### src/rtl/cache_line_bus_arbiter_pkg.sv
// Shared types and widths for the cache-line bus arbiter.
// Optional build macro: ARB_ROUND_ROBIN_EN (see cache_arb_pick).
package cache_line_bus_arbiter_pkg;

  localparam int unsigned ADDR_W = 32;
  localparam int unsigned LINE_W = 128;

  typedef enum logic [2:0] {
    IDLE,
    I_RD_REQ,
    I_RD_WAIT,
    D_RD_REQ,
    D_RD_WAIT,
    D_WR_REQ,
    D_WR_WAIT
  } arb_state_e;

  typedef enum logic [1:0] {
    GNT_I,
    GNT_D_RD,
    GNT_D_WR
  } grant_e;

  // Round-robin pointer: RR_I after reset, meaning the DCache class has the next turn.
  typedef enum logic {
    RR_I,
    RR_D
  } rr_e;

endpackage

### src/rtl/cache_arb_pick.sv
// Combinational winner select between ICache and DCache requesters.
// ARB_ROUND_ROBIN_EN defined: the ICache and DCache classes alternate when both
// are pending (1-bit pointer flips on every grant); otherwise DCache always wins.
// Within the DCache class a write-back always beats a read.
module cache_arb_pick
  import cache_line_bus_arbiter_pkg::*;
(
`ifdef ARB_ROUND_ROBIN_EN
  input  logic   clk,
  input  logic   rst,
  input  logic   grant_en,
`endif
  input  logic   i_req,
  input  logic   d_rd_req,
  input  logic   d_wr_req,
  output logic   valid,
  output grant_e gnt
);

  logic   d_any;
  grant_e d_gnt;

  // DCache class request and its internal winner
  always_comb begin
    d_any = d_rd_req | d_wr_req;
    d_gnt = d_wr_req ? GNT_D_WR : GNT_D_RD;
  end

`ifdef ARB_ROUND_ROBIN_EN
  rr_e rr_q, rr_d;

  // Pointer flips on each accepted grant
  always_comb begin
    rr_d = rr_q;
    if (grant_en) begin
      rr_d = (rr_q == RR_I) ? RR_D : RR_I;
    end
  end

  // Pointer register
  always_ff @(posedge clk or posedge rst) begin
    if (rst) begin
      rr_q <= RR_I;
    end else begin
      rr_q <= rr_d;
    end
  end

  // Class alternation: DCache wins when it holds the turn or ICache is idle
  always_comb begin
    valid = d_any | i_req;
    gnt   = GNT_I;
    if (d_any && ((rr_q == RR_I) || !i_req)) begin
      gnt = d_gnt;
    end
  end
`else
  // Fixed priority: d_wr > d_rd > i_rd
  always_comb begin
    valid = d_any | i_req;
    gnt   = d_any ? d_gnt : GNT_I;
  end
`endif

endmodule

### src/rtl/cache_line_bus_arbiter.sv
// Shares one cache-line bridge between ICache (read) and DCache (read/write-back).
// One transaction outstanding at a time; winner captured in IDLE, request driven
// from registers in *_REQ, completion forwarded combinationally in *_WAIT.
// Optional build macro: ARB_ROUND_ROBIN_EN (class alternation instead of fixed priority).
module cache_line_bus_arbiter
  import cache_line_bus_arbiter_pkg::*;
(
  input  logic              clk,
  input  logic              rst,
  input  logic              i_rd_req,
  input  logic [ADDR_W-1:0] i_rd_addr,
  output logic              i_rd_rdy,
  output logic              i_ret_valid,
  output logic [LINE_W-1:0] i_ret_data,
  input  logic              d_rd_req,
  input  logic [ADDR_W-1:0] d_rd_addr,
  output logic              d_rd_rdy,
  output logic              d_ret_valid,
  output logic [LINE_W-1:0] d_ret_data,
  input  logic              d_wr_req,
  input  logic [ADDR_W-1:0] d_wr_addr,
  input  logic [LINE_W-1:0] d_wr_data,
  output logic              d_wr_rdy,
  output logic              d_wr_valid,
  output logic              m_rd_req,
  output logic [ADDR_W-1:0] m_rd_addr,
  output logic              m_wr_req,
  output logic [ADDR_W-1:0] m_wr_addr,
  output logic [LINE_W-1:0] m_wr_data,
  input  logic              m_rd_rdy,
  input  logic              m_ret_valid,
  input  logic [LINE_W-1:0] m_ret_data,
  input  logic              m_wr_rdy,
  input  logic              m_wr_valid
);

  arb_state_e        state_q, state_d;
  logic [ADDR_W-1:0] rd_addr_q, rd_addr_d;
  logic [ADDR_W-1:0] wr_addr_q, wr_addr_d;
  logic [LINE_W-1:0] wr_data_q, wr_data_d;
  logic              pick_valid;
  grant_e            pick_gnt;

`ifdef ARB_ROUND_ROBIN_EN
  logic grant_en;
  assign grant_en = (state_q == IDLE) && pick_valid;
`endif

  cache_arb_pick u_pick (
`ifdef ARB_ROUND_ROBIN_EN
    .clk      (clk),
    .rst      (rst),
    .grant_en (grant_en),
`endif
    .i_req    (i_rd_req),
    .d_rd_req (d_rd_req),
    .d_wr_req (d_wr_req),
    .valid    (pick_valid),
    .gnt      (pick_gnt)
  );

  assign m_rd_addr = rd_addr_q;
  assign m_wr_addr = wr_addr_q;
  assign m_wr_data = wr_data_q;

  // State and captured-request registers
  always_ff @(posedge clk or posedge rst) begin
    if (rst) begin
      state_q   <= IDLE;
      rd_addr_q <= '0;
      wr_addr_q <= '0;
      wr_data_q <= '0;
    end else begin
      state_q   <= state_d;
      rd_addr_q <= rd_addr_d;
      wr_addr_q <= wr_addr_d;
      wr_data_q <= wr_data_d;
    end
  end

  // Next state, capture and handshake outputs
  always_comb begin
    state_d     = state_q;
    rd_addr_d   = rd_addr_q;
    wr_addr_d   = wr_addr_q;
    wr_data_d   = wr_data_q;
    m_rd_req    = 1'b0;
    m_wr_req    = 1'b0;
    i_rd_rdy    = 1'b0;
    i_ret_valid = 1'b0;
    i_ret_data  = '0;
    d_rd_rdy    = 1'b0;
    d_ret_valid = 1'b0;
    d_ret_data  = '0;
    d_wr_rdy    = 1'b0;
    d_wr_valid  = 1'b0;
    unique case (state_q)
      IDLE: begin
        if (pick_valid) begin
          unique case (pick_gnt)
            GNT_D_WR: begin
              wr_addr_d = d_wr_addr;
              wr_data_d = d_wr_data;
              state_d   = D_WR_REQ;
            end
            GNT_D_RD: begin
              rd_addr_d = d_rd_addr;
              state_d   = D_RD_REQ;
            end
            default: begin
              rd_addr_d = i_rd_addr;
              state_d   = I_RD_REQ;
            end
          endcase
        end
      end
      I_RD_REQ: begin
        m_rd_req = 1'b1;
        if (m_rd_rdy) begin
          i_rd_rdy = 1'b1;
          state_d  = I_RD_WAIT;
        end
      end
      I_RD_WAIT: begin
        if (m_ret_valid) begin
          i_ret_valid = 1'b1;
          i_ret_data  = m_ret_data;
          state_d     = IDLE;
        end
      end
      D_RD_REQ: begin
        m_rd_req = 1'b1;
        if (m_rd_rdy) begin
          d_rd_rdy = 1'b1;
          state_d  = D_RD_WAIT;
        end
      end
      D_RD_WAIT: begin
        if (m_ret_valid) begin
          d_ret_valid = 1'b1;
          d_ret_data  = m_ret_data;
          state_d     = IDLE;
        end
      end
      D_WR_REQ: begin
        m_wr_req = 1'b1;
        if (m_wr_rdy) begin
          d_wr_rdy = 1'b1;
          state_d  = D_WR_WAIT;
        end
      end
      D_WR_WAIT: begin
        if (m_wr_valid) begin
          d_wr_valid = 1'b1;
          state_d    = IDLE;
        end
      end
      default: state_d = IDLE;
    endcase
  end

endmodule
### config.mk
export PLATFORM = sky130hd
export DESIGN_NAME = cache_line_bus_arbiter
export DESIGN_NICKNAME = d
export VERILOG_FILES = /design/src/rtl/cache_line_bus_arbiter_pkg.sv /design/src/rtl/cache_arb_pick.sv /design/src/rtl/cache_line_bus_arbiter.sv
export SDC_FILE = /design/constraint.sdc
export NUM_CORES = 1
export LEC_CHECK = 0
export ABC_AREA = 1
export BUFFER_PORTS_ARGS = -buffer_cell sky130_fd_sc_hd__buf_4
export CAP_MARGIN = 15
export CORE_AREA = 2 2 322 324
export DETAILED_ROUTE_END_ITERATION = 16
export DIE_AREA = 0 0 324 326
export PLACE_DENSITY_LB_ADDON = 0.3
export SETUP_SLACK_MARGIN = 0.2
export SLEW_MARGIN = 20
export SYNTH_ARGS = -nofsm -noshare
export SYNTH_HDL_FRONTEND = slang
export SYNTH_SLANG_ARGS = --single-unit
### constraint.sdc
create_clock -name clk -period 7.6 [get_ports clk]
set_clock_uncertainty 0.15 [all_clocks]
set_input_delay 0.38 -clock clk [delete_from_list [all_inputs] [get_ports clk]]
set_output_delay 0.38 -clock clk [all_outputs]
set_load 0.005 [all_outputs]
==> summary.txt, run 1 <==
Placement
  • Final GP Congestion: roughly 0.82
  • Post-DP HPWL: roughly 57000 um
  • Buffers on Ports: around 820

Detailed routing
  • DRT iter0 DRCs: about 530
  • Post-route antenna net violation count: 0
  • DR DRC count: 0
  • Pre-antenna DRT Iters: 4
  • Vias post-DR: around 12000
  • WL/cell: 18.52 um
  • Vias per inst: between 3 and 4
  • Routed WL: between 60000 and 70000 um

Logic synthesis
  • Avg Synthesized Cell Area: between 6 and 7 um2
  • Synth top area cells: dfrtp_1 51%, nand2_1 23%, nor2_1 10%
  • Yosys warns: 0
  • Cells after Synth: about 1400
  • Post-synthesis sequential area ratio: 50.85%
  • Synth top area share: between 50% and 60%
  • Synthesized Nets: approximately 1700
  • Synth area leader: dfrtp_1
  • Mapped cell area: 9595 um2
  • Synth unique cells: 19
  • FF+latch count, synth: 195

Pwr
  • Internal power: around 3.3 mW
  • Final Power: 5.426 mW
  • Power Dens Cells: 278.0 nW/um2
  • Comb pwr share: a little under half
  • Clk network pwr share: a little under 20%
  • Switch Pwr: 2.100 mW
  • Leak Pwr: 10.90 nW
  • Max VDD drop: 0.1605 mV
  • Flop pwr share: between 30% and 40%
  • Switch share: a little under 40%

Global routing
  • Number of global-route vias before repair: 12220
  • Initial antenna violation count: 18
  • Total grt overflow: 0
  • First-pass GRT wire length: 92450 um
  • GR Util All Layers: about an eighth
  • Largest net degree at the start of global routing: ~140

Worst setup path
  • Critical Path Source Type: flip-flop
  • Critical path class: reg2out
  • CP max FO: 77
  • Crit path DAT: 2940 ps
  • Path depth of the worst reg2reg path: 6
  • CP Capture Type: primary output
  • Critical path data required time: 7070 ps

Floorplan
  • Die Ht: between 300 and 400 um
  • Die ar.: 105600 um2
  • Chip width: 324 um
  • Starting Density: 9.351%
  • # rows: roughly 120
  • Io pins: about 800
  • Core footprint: 102600 um2

Hold path
  • Hold path depth: 5
  • Hold Path Class: in2reg

CTS
  • Clock latency at the later pin of the worst-skew pair: between 400 and 500 ps
  • CTS Buf Count: 17
  • Clk buf depth: 2
  • CTS Sinks: 195
  • TritonCTS clock tree: done
  • Reg clk slew, reported paths: about 90 ps
  • Htree depth: 4
  • CTS root buf: clkbuf_16
  • Postcts setup bufs: 0

Timing
  • Worst-margin pin slew: around 960 ps
  • RSZ-0062 raised after global routing: false
  • Final setup violation count: 0
  • Setup TNS: 0 ps
  • Final Hold Fails: 0
  • Worst rel slew slack: 35.98%
  • Final worst-path cycle share: between 40 and 50%
  • Shortest period the worst path allows: about 3500 ps
  • Fmax: ~290 MHz
  • Max Slew Vio Count: 0

Layout
  • Fillers: around 12000
  • Share of layout cells above drive strength 1: around 37%
  • Area Overhead vs Synth: 103.5%
  • Nets: roughly 2700

Status
  • Status: finished clean

Run
  • Max Cap Violations: 0
[worst paths after layout]
path	slack [ps]	to	startpoint
max reg2reg	4540	m_wr_data[17]$_DFFE_PP0P_	state_q[0]$_DFFE_PP0P_
min	50	m_rd_addr[1]$_DFFE_PP0P_	i_rd_addr[1]
max in group asynchronous	5690	state_q[1]$_DFFE_PP0P_	rst
max	4130	i_ret_data[103]	state_q[2]$_DFFE_PP0P_
min reg2reg	330	m_wr_data[112]$_DFFE_PP0P_	m_wr_data[112]$_DFFE_PP0P_
min in group asynchronous	330	m_wr_data[59]$_DFFE_PP0P_	rst
[layer usage]
layer  GRT usage [%]  part of all wire [%]  vias to the layer above
met1           13.65                    38                     5569
met3           3.133                   6.8                       62
met4           3.955                   2.3                        6
met5               0                 0.049                        -
met2           23.50                    52                      496
li1                -                     -                     5907
[cell usage after synthesis (all sizes together)]
cell	number
nand2	596
nor2	268
dfrtp	195
inv	173
buf	64
nand3	38
o21ai	33
clkbuf	14
nor3	3
nand4	2
clkinv	1
[registers in the layout (all words and copies together), names as in the netlist]
| name | cells |
|---|---|
| m_rd_addr | 32 |
| m_wr_addr | 32 |
| m_wr_data | 128 |
| state_q | 3 |
[worst max-delay path: stages (launching register included)]
cell     delay, ps
dfrtp_1        460
inv_2          120
nand3_1        120
nor2_1          80
inv_4          450
buf_4          780
nor2_1         140
buf_4          190
[placed cells by master, fill, tap and decap left out, types with 3 or more instances in the layout]
cell type	count
inv_4	3
dfrtp_1	195
nand3_1	37
buf_4	826
clkbuf_16	17
inv_1	168
bufinv_16	4
dlygate4sd3_1	172
o21ai_1	3
nand2_1	596
inv_6	5
nor2_1	267
inv_8	3
o21ai_0	30
[through the flow]
stage	cell area (um2)	cells	util [%]	hold WS (ps)	setup WS (ps)
floorplan	9595	1387	-	322.4	1758
global placement	17150	3516	16.72	312.5	4449
detailed placement	17150	3516	16.72	312.4	4378
CTS	19520	3720	19.02	0.7605	4043
global route	19520	3721	19.03	63.01	3938
finish	19520	3721	19.03	54.72	4129
[cell families (layout without fill, tap and decap cells)]
kind of cell,Yosys count,after routing,synth area share [%]
and+or+nand+nor,907,907,36.32
buffers and inverters,252,1205,11.11
DFF,195,195,50.85
AOI/OAI and AO/OA,33,33,1.721
other,0,1,0
[what timing repair did]
item	4_1_cts	5_1_grt
resized for setup	0	0
endpoints found under the hold margin	228	0
hold buffers	172	0
[area by class of cell]
| class | instances | area (um2) | area share [%] |
|---|---|---|---|
| flip-flops and latches | 195 | 4880 | 25.00 |
| well taps | 1380 | 1727 | 8.844 |
| clock buffers | 18 | 429.2 | 2.198 |
| diodes | 1 | 2.502 | 0.01282 |
| repair buffers | 999 | 7943 | 40.68 |
| multi-input cells | 940 | 3657 | 18.73 |
| inverters | 174 | 668.1 | 3.422 |
| clock inverters | 14 | 216.5 | 1.109 |
[power groups by stage]
stage                     clock [mW]  combinational, mW  sequential [mW]
final                           1.05               2.56             1.83
after global routing            1.12               2.84             1.89
after CTS                       1.11               2.63             1.83
after global placement             0               2.55             1.84
after floorplan                    0              0.920             1.84
after detailed placement           0               2.56             1.83
Power figures use the tool's default switching activity.
==> run 2, diff against run 1 <==
Settings changed: ABC_AREA 1 to 0, CORE_AREA 2 2 322 324 to 2 2 320 322, DIE_AREA 0 0 324 326 to 0 0 322 324.
Clock period 7.6 ns to 2.8 ns, I/O delays scaled along.
==> run 2 against run 1 <==
Effect of this change: critical path depth down 2; first-iteration DRC count shrank 44%; routed wire length decreased by 12%; via count is 18% lower; worst setup slack worse by 3800 ps; critical path type unchanged.
==> summary.txt, run 2 <==
Worst setup path
  • Buf/Inv on CP: 2 (-2)
  • CP max stage cell: dfrtp_2
  • Critical path class: reg2out
  • Setup crit start: state_q[2]$_DFFE_PP0P_
  • CP max FO: 65 (-16%)
  • Critical-path cell list: nand2b_1 -> nor2_4 -> buf_12 -> and2_1 -> buf_4
  • Crit path DAT: 2170 ps (-770 ps)
  • Worst path max stage delay: 500 ps (-280 ps)
  • CP Capture Type: primary output
  • Worst R2R Start: state_q[1]$_DFFE_PP0P_
  • CP top delay family: simple AND/OR/NAND/NOR gates
  • Critical Path Source Type: flip-flop
  • Critical path data required time: 2510 ps (-4560 ps)

Pwr
  • Final Power: 15.35 mW (+180%)
  • Leak Pwr: 9.599 nW (-12%)
  • Power Dens Cells: 750.1 nW/um2 (+170%)
  • Max VDD drop: 0.4561 mV (+180%)

Global routing
  • Met2 Usage GRT: 18.90% (-4.6 points)
  • Number of global-route vias before repair: 10530 (-14%)
  • GR Util All Layers: 11.13% (-1.4 points)
  • GR Util met1: 12.83% (-0.81 points)
  • Total grt overflow: 0 (unchanged)
  • Initial antenna violation count: 12 (-6)
  • GRT Max-Usage Layer: met2
  • Met3 global-route usage: 3.715% (+0.58 points)
  • Largest net degree at the start of global routing: 66 (-53%)
  • First-pass GRT wire length: 79930 um (-14%)

Layout
  • Nets: 2170 (-19%)
  • Most common cell after layout, fill and taps aside: buf_4
  • Max reg flops: 128 (unchanged)
  • Fillers: 11030 (-6.1%)
  • Area Overhead vs Synth: 113.9%
  • Non-Filler Instances: 3147 (-15%)
  • Commonest cells after routing, fill and taps aside: 831 x buf_4, 257 x and2_1, 232 x dlygate4sd3_1
  • Share of layout cells above drive strength 1: 59.93% (+23 points)

Floorplan
  • Starting Density: 9.474% (+0.12 points)
  • Die ar.: 104300 um2 (-1.2%)
  • Io pins: 817 (unchanged)
  • Chip width: 322 um (-0.62%)
  • Die Ht: 324 um (-0.61%)
  • Core footprint: 101000 um2 (-1.6%)
  • # rows: 117 (-0.85%)

Placement
  • Placed cells: 2862 (-19%)
  • Buffers on Ports: 816 (unchanged)
  • Post-DP HPWL: 50220 um (-12%)
  • Setup slack at placement: 516.6 ps (-3862 ps)
  • Final GP Congestion: 0.8960 (+8.6%)

Logic synthesis
  • Synth unique cells: 27 (+8)
  • Mux contribution to synthesized area: 26.57% (+27 points)
  • Post-synth EDFFs: 0 (unchanged)
  • XOR/XNOR Fraction of Synth Area: 0% (unchanged)
  • Synthesized Nets: 1126 (-36%)
  • Post-synthesis compound-gate area fraction: 0.4184% (-1.3 points)
  • Top_reg_cell synth: dfrtp_1
  • Synth top area cells: dfrtp_1 51%, mux2_2 24%, and2_1 17%
  • Cells after Synth: 765 (-45%)
  • Post-synthesis adder-cell area fraction: 0% (unchanged)
  • Synth top area share: 50.99% (+0.14 points)
  • Synth async-reset ratio: 100.0% (unchanged)
  • FF+latch count, synth: 195 (unchanged)
  • Synth area leader: dfrtp_1
  • Mapped cell area: 9569 um2 (-0.27%)
  • Largest family of logic cells by synthesized area: multiplexers
  • Yosys warns: 0 (unchanged)
  • Post-synthesis sequential area ratio: 50.99% (+0.14 points)
  • Post-Synth Simple-Gate Area: 18.51% (-18 points)
  • Count leader, synth: and2_1
  • Synth cell count leaders: 257 x and2_1, 202 x mux2_2, 195 x dfrtp_1, 28 x clkbuf_1, 22 x mux2_1
  • Avg Synthesized Cell Area: 12.51 um2 (+81%)

CTS
  • CTS Sinks: 195 (unchanged)
  • Clock latency at the later pin of the worst-skew pair: 490 ps (about the same)
  • Reg clk slew, reported paths: 70 ps (-20 ps)
  • Clk buf depth: 2 (unchanged)
  • Htree depth: 4 (unchanged)
  • TritonCTS clock tree: done
  • CTS Buf Count: 17 (unchanged)
  • CTS root buf: clkbuf_16

Detailed routing
  • WL/cell: 19.30 um (+4.2%)
  • Vias post-DR: 9907 (-18%)
  • Pre-antenna DRT Iters: 4 (unchanged)
  • Routed WL: 60750 um (-12%)
  • Vias per inst: 3.148 (-2.7%)
  • DR DRC count: 0 (unchanged)
  • DRT iter0 DRCs: 295 (-44%)
  • Post-route antenna net violation count: 0 (unchanged)

Timing
  • Post-route setup slack: 342.9 ps (-3786 ps)
  • Worst-margin pin slew: 835.1 ps (-125.2 ps)
  • Shortest period the worst path allows: ~2500 ps
  • Fmax: about 410 MHz
  • RSZ-0062 raised after global routing: false
  • Max Slew Vio Count: 0 (unchanged)
  • Final hold slack: 127.3 ps (+72.57 ps)
  • Final worst-path cycle share: slightly below 90%
  • Final Hold Fails: 0 (unchanged)
  • Final setup violation count: 0 (unchanged)
  • Setup TNS: 0 ps (unchanged)
  • Worst rel slew slack: 44.21% (+8.2 points)

Hold path
  • Hold path start: d_wr_req
  • Hold Path Class: in2reg

Run
  • Max Cap Violations: 0 (unchanged)

Status
  • Status: finished clean
[run 2: changes by cell type in the layout (fill, tap and decap cells not counted), moves of 4 or more]
cell           before  now
and2_1              0  257
buf_12              1   15
buf_4             826  831
clkinv_8            1    5
diode_2             1   16
dlygate4sd3_1     172  232
inv_1             168    1
mux2_1              0   22
mux2_2              0  202
nand2_1           596    1
nand3_1            37    0
nor2_1            267    5
o21ai_0            30    0
[run 2: layout make-up]
class	instances	area, um2	share of cell area (%)
Antenna cell	16	40.04	0.1956
Clock buffer	20	446.7	2.182
Clock inverter	12	166.4	0.8130
Inverter	2	11.26	0.05501
Multi-Input combinational cell	513	4382	21.41
Sequential cell	195	4881	23.84
Tap cell	1309	1638	8.001
Timing Repair Buffer	1080	8905	43.50
[run 2: cell families after synthesis]
family	after synthesis
multiplexers	226
buffers and inverters	57
flip-flops	195
AO/OA/AOI/OAI	5
AND/OR/NAND/NOR	282
[run 2: worst paths after layout]
check / endpoint / slack, ps / cells past startpoint
worst min register to register: m_wr_addr[26]$_DFFE_PP0P_ / 340 / 1
max in group asynchronous: m_wr_data[9]$_DFFE_PP0P_ / 1610 / 4
worst max register to register: state_q[0]$_DFFE_PP0P_ / 410 / 5
worst max-delay path: i_ret_data[104] / 340 / 5
worst min-delay path: m_rd_addr[0]$_DFFE_PP0P_ / 130 / 4
min in group asynchronous: m_wr_data[118]$_DFFE_PP0P_ / 230 / 3
[run 2: timing repair]
| action | in CTS | in global routing |
|---|---|---|
| hold endpoints to repair | 212 | 0 |
| resized for setup | 1 | 3 |
| pin swaps | 2 | 0 |
| setup endpoints to repair | 191 | 38 |
| hold buffers | 232 | 0 |
| buffers inserted | 4 | 0 |
| gates cloned | 1 | 0 |
[run 2: worst reg2reg max path, delay by kind of cell (launching register included)]
family / cells / cell delay, ps
simple gates: 1 / 240
compound gates: 2 / 210
buf+inv: 2 / 1130
flops: 1 / 530
[run 2: per-stage QoR]
step / util, % / area [um2]
after floorplan: - / 9573
after global placement: 17.24 / 17410
after detailed placement: 17.24 / 17410
after CTS: 20.22 / 20420
after global routing: 20.24 / 20450
final: 20.27 / 20470
[run 2: routing by layer]
layer  up-vias  share of wire, %
li1       4660                 -
met1      4798                40
met2       388                50
met3        53               7.2
met4         8               2.2
met5         -              0.49
[run 2: power breakdown]
group	total (mW)	internal, mW	leakage (nW)	switching, mW
sequential	5.18	4.28	2.31	0.908
combinational	7.55	4.66	7.00	2.89
clock	2.62	1.30	0.296	1.32
==> run 3, diff against run 2 <==
Settings changed: CORE_AREA 2 2 320 322 to 2 2 319 321, DIE_AREA 0 0 322 324 to 0 0 321 323, SYNTH_HIERARCHICAL from default to 1.
==> run 3 against run 2 <==
Effect of this change: synthesized cell count is 5.4% higher; via count is 2.5% higher; core utilization is 0.14 points lower; non-clock buffer count is 5 higher; critical path depth stayed put; maximum frequency is 2.7% lower; worst hold slack worse by 28 ps; largest power group unchanged.
==> summary.txt, run 3 <==
Status
  • Status: finished clean

Pwr
  • Switch Pwr: 4.748 mW (-7.1%)
  • Switch share: 33.20% (-0.099 points)
  • Internal power: 9.555 mW (-6.7%)
  • Flop pwr share: 34.9% (+1.1 points)
  • Final Power: 14.30 mW (-6.8%)
  • Comb pwr share: 47.5% (-1.7 points)
  • Power Dens Cells: 705.6 nW/um2 (-5.9%)
  • Max VDD drop: 0.3773 mV (-17%)
  • Clk network pwr share: 17.6% (+0.5 points)
  • Leak Pwr: 9.694 nW (+0.99%)

Global routing
  • Met2 Usage GRT: 20.60% (+1.7 points)
  • GR Util met1: 12.98% (+0.14 points)
  • Largest net degree at the start of global routing: 66 (unchanged)
  • Total grt overflow: 0 (unchanged)
  • Initial antenna violation count: 41 (+29)
  • GR Util All Layers: 11.50% (+0.37 points)
  • Number of global-route vias before repair: 10610 (+0.68%)
  • Met3 global-route usage: 3.844% (+0.13 points)
  • First-pass GRT wire length: 82990 um (+3.8%)
  • GRT Max-Usage Layer: met2

Logic synthesis
  • Synth async-reset ratio: 100.0% (unchanged)
  • Yosys warns: 6 (+6)
  • XOR/XNOR Fraction of Synth Area: 0% (unchanged)
  • Post-synth EDFFs: 0 (unchanged)
  • Synth top area share: 51.52% (+0.53 points)
  • Synth area leader: dfrtp_1
  • Synth top area cells: dfrtp_1 52%, and2_1 17%, mux2_1 12%
  • Largest family of logic cells by synthesized area: multiplexers
  • Avg Synthesized Cell Area: 11.75 um2 (-6.1%)
  • Top_reg_cell synth: dfrtp_1
  • Cells after Synth: 806 (+5.4%)
  • Synth unique cells: 29 (+7.4%)
  • FF+latch count, synth: 195 (unchanged)
  • Post-Synth Simple-Gate Area: 19.96% (+1.4 points)
  • Post-synthesis adder-cell area fraction: 0% (unchanged)
  • Mapped cell area: 9472 um2 (-1.0%)
  • Synthesized Nets: 1167 (+3.6%)
  • Count leader, synth: and2_1
  • Post-synthesis compound-gate area fraction: 2.351% (+1.9 points)
  • Mux contribution to synthesized area: 22.63% (-3.9 points)
  • Synth cell count leaders: 257 x and2_1, 195 x dfrtp_1, 100 x mux2_1, 61 x mux2_2, 39 x clkbuf_1
  • Post-synthesis sequential area ratio: 51.52% (+0.53 points)

Layout
  • Commonest cells after routing, fill and taps aside: 845 x buf_4, 257 x and2_1, 230 x dlygate4sd3_1
  • Nets: 2211 (+1.9%)
  • Area Overhead vs Synth: 114.0% (about the same)
  • Fillers: 11160 (+1.2%)
  • Most common cell after layout, fill and taps aside: buf_4
  • Fin util: 20.13% (-0.14 points)
  • Finished Cell Area: 20270 um2 (-0.97%)
  • Share of layout cells above drive strength 1: 51.29% (-8.6 points)
  • Footprint of the multi-input gates: 4294 um2 (-2.0%)
  • Max reg flops: 128 (unchanged)
  • Non-Filler Instances: 3177 (+0.95%)
  • Sequential cell area: 4880 um2 (about the same)

Timing
  • Final Hold Fails: 0 (unchanged)
  • Shortest period the worst path allows: 2525 ps (+67.87 ps)
  • Final worst-path cycle share: 90.18% (+2.4 points)
  • RSZ-0062 raised after global routing: false
  • Final setup violation count: 0 (unchanged)
  • Worst-margin pin slew: 1018 ps (+182.7 ps)
  • Fmax: 396.0 MHz (-2.7%)
  • Worst rel slew slack: 31.89% (-12 points)
  • Max Slew Vio Count: 0 (unchanged)
  • Final hold slack: 99.49 ps (-27.81 ps)

Placement
  • DP Area: 17320 um2 (-0.53%)
  • Buffers on Ports: 816 (unchanged)
  • Post-DP HPWL: 51970 um (+3.5%)
  • Placed cells: 2906 (+1.5%)
  • Final GP Congestion: 0.8433 (-5.9%)

CTS
  • CTS Sinks: 195 (unchanged)
  • Clock latency at the later pin of the worst-skew pair: 490 ps (about the same)
  • Reg clk slew, reported paths: 90 ps (+20 ps)
  • CTS root buf: clkbuf_16
  • TritonCTS clock tree: done
  • CTS Buf Count: 17 (unchanged)
  • Htree depth: 4 (unchanged)
  • Clk buf depth: 2 (unchanged)

Floorplan
  • Die ar.: 103700 um2 (-0.62%)
  • # rows: 117 (unchanged)
  • Die Ht: 323 um (-0.31%)
  • Core footprint: 100700 um2 (-0.29%)
  • Starting Density: 9.404% (-0.069 points)
  • Io pins: 817 (unchanged)
  • Chip width: 321 um (-0.31%)

Detailed routing
  • Vias post-DR: 10150 (+2.5%)
  • DR DRC count: 0 (unchanged)
  • Pre-antenna DRT Iters: 4 (unchanged)
  • WL/cell: 19.65 um (+1.8%)
  • DRT iter0 DRCs: 321 (+8.8%)
  • Post-route antenna net violation count: 0 (unchanged)
  • Routed WL: 62420 um (+2.8%)
  • Vias per inst: 3.195 (+1.5%)

Hold path
  • Hold path depth: 4 (unchanged)
  • Worst hold endpoint: state_q[2]$_DFFE_PP0P_
  • Hold Path Class: in2reg
  • Hold path start: m_ret_valid

Worst setup path
  • Critical Path Source Type: flip-flop
  • Worst R2R Start: state_q[2]$_DFFE_PP0P_
  • FF-to-FF End: m_wr_data[66]$_DFFE_PP0P_
  • Path depth of the worst reg2reg path: 6 (+1)
  • R2R Setup Slk: 600 ps (+190 ps)
  • CP Capture Type: primary output
  • Critical path data required time: 2510 ps (about the same)
  • Critical path class: reg2out
  • Crit path DAT: 2230 ps (+60 ps)
  • CP max FO: 65 (unchanged)

Run
  • Max Cap Violations: 0 (unchanged)
==> run 3: cell count changes after synthesis, moves of 3 or more <==
cell / delta
mux2i_1: +31
nor3b_1: +3
buf_6: -3
clkbuf_1: +11
mux2_2: -141
buf_2: -3
o21ai_0: +35
mux2_1: +78
nor2_1: -5
nand2b_1: -3
nand2_1: +34
==> run 3: through the flow <==
step,setup slack [ps],setup TNS (ps)
after global placement,421.1,0
final,275.1,0
after global routing,202.2,0
after CTS,228.1,0
after detailed placement,404.5,0
after floorplan,-8.397,-1637
==> run 3: critical path, cell delays in order (launching register included) <==
cell and delay, ps:
dfrtp_1 410, buf_4 200, and4bb_4 420, buf_16 240, and2_1 280, buf_4 150
==> run 3: logic make-up after synthesis <==
group / after synthesis
flops: 195
buf+inv: 64
simple gates: 311
mux: 194
compound gates: 42
==> run 3: cell type report <==
cell class | instances | area share, %
Antenna cell | 6 | 0.07407
Clock buffer | 18 | 2.167
Clock inverter | 13 | 0.6172
Inverter | 4 | 0.09259
Multi-Input combinational cell | 547 | 21.18
Sequential cell | 195 | 24.07
Tap cell | 1309 | 8.080
Timing Repair Buffer | 1085 | 43.71
==> run 3: worst max-delay path by stage <==
stage	start	cells after the start	slack [ps]	endpoint
final	state_q[0]$_DFFE_PP0P_	5	280	i_ret_data[118]
after CTS	state_q[0]$_DFFE_PP0P_	5	230	i_ret_data[10]
after global routing	state_q[0]$_DFFE_PP0P_	5	200	i_ret_data[118]
after global placement	d_wr_req	7	420	m_wr_data[30]$_DFFE_PP0P_
after detailed placement	d_wr_req	7	400	m_wr_data[1]$_DFFE_PP0P_
after floorplan	rst	1	-8	m_rd_addr[0]$_DFFE_PP0P_
==> run 3: layer usage <==
metal	vias to the layer above	part of all wire [%]
met3	91	7.8
met4	30	2.3
met5	-	0.33
met1	4751	39
met2	522	51
li1	4756	-
==> run 3: what timing repair did <==
| item | in CTS | in global routing |
|---|---|---|
| buffers inserted | 3 | 0 |
| resized for setup | 1 | 2 |
| hold buffers | 230 | 0 |
| endpoints found under the hold margin | 228 | 0 |
| pin swaps | 1 | 0 |
| endpoints found under the setup margin | 44 | 49 |
| cloned | 1 | 0 |
==> run 3: power by group through the flow <==
| stage | Combinational (mW) | Sequential [mW] | Clock [mW] |
|---|---|---|---|
| floorplan | 2.22 | 5.08 | 0 |
| global placement | 6.59 | 5.05 | 0 |
| detailed placement | 6.60 | 5.06 | 0 |
| CTS | 6.99 | 5.01 | 2.71 |
| global route | 7.42 | 5.18 | 2.77 |
| finish | 6.79 | 4.99 | 2.52 |
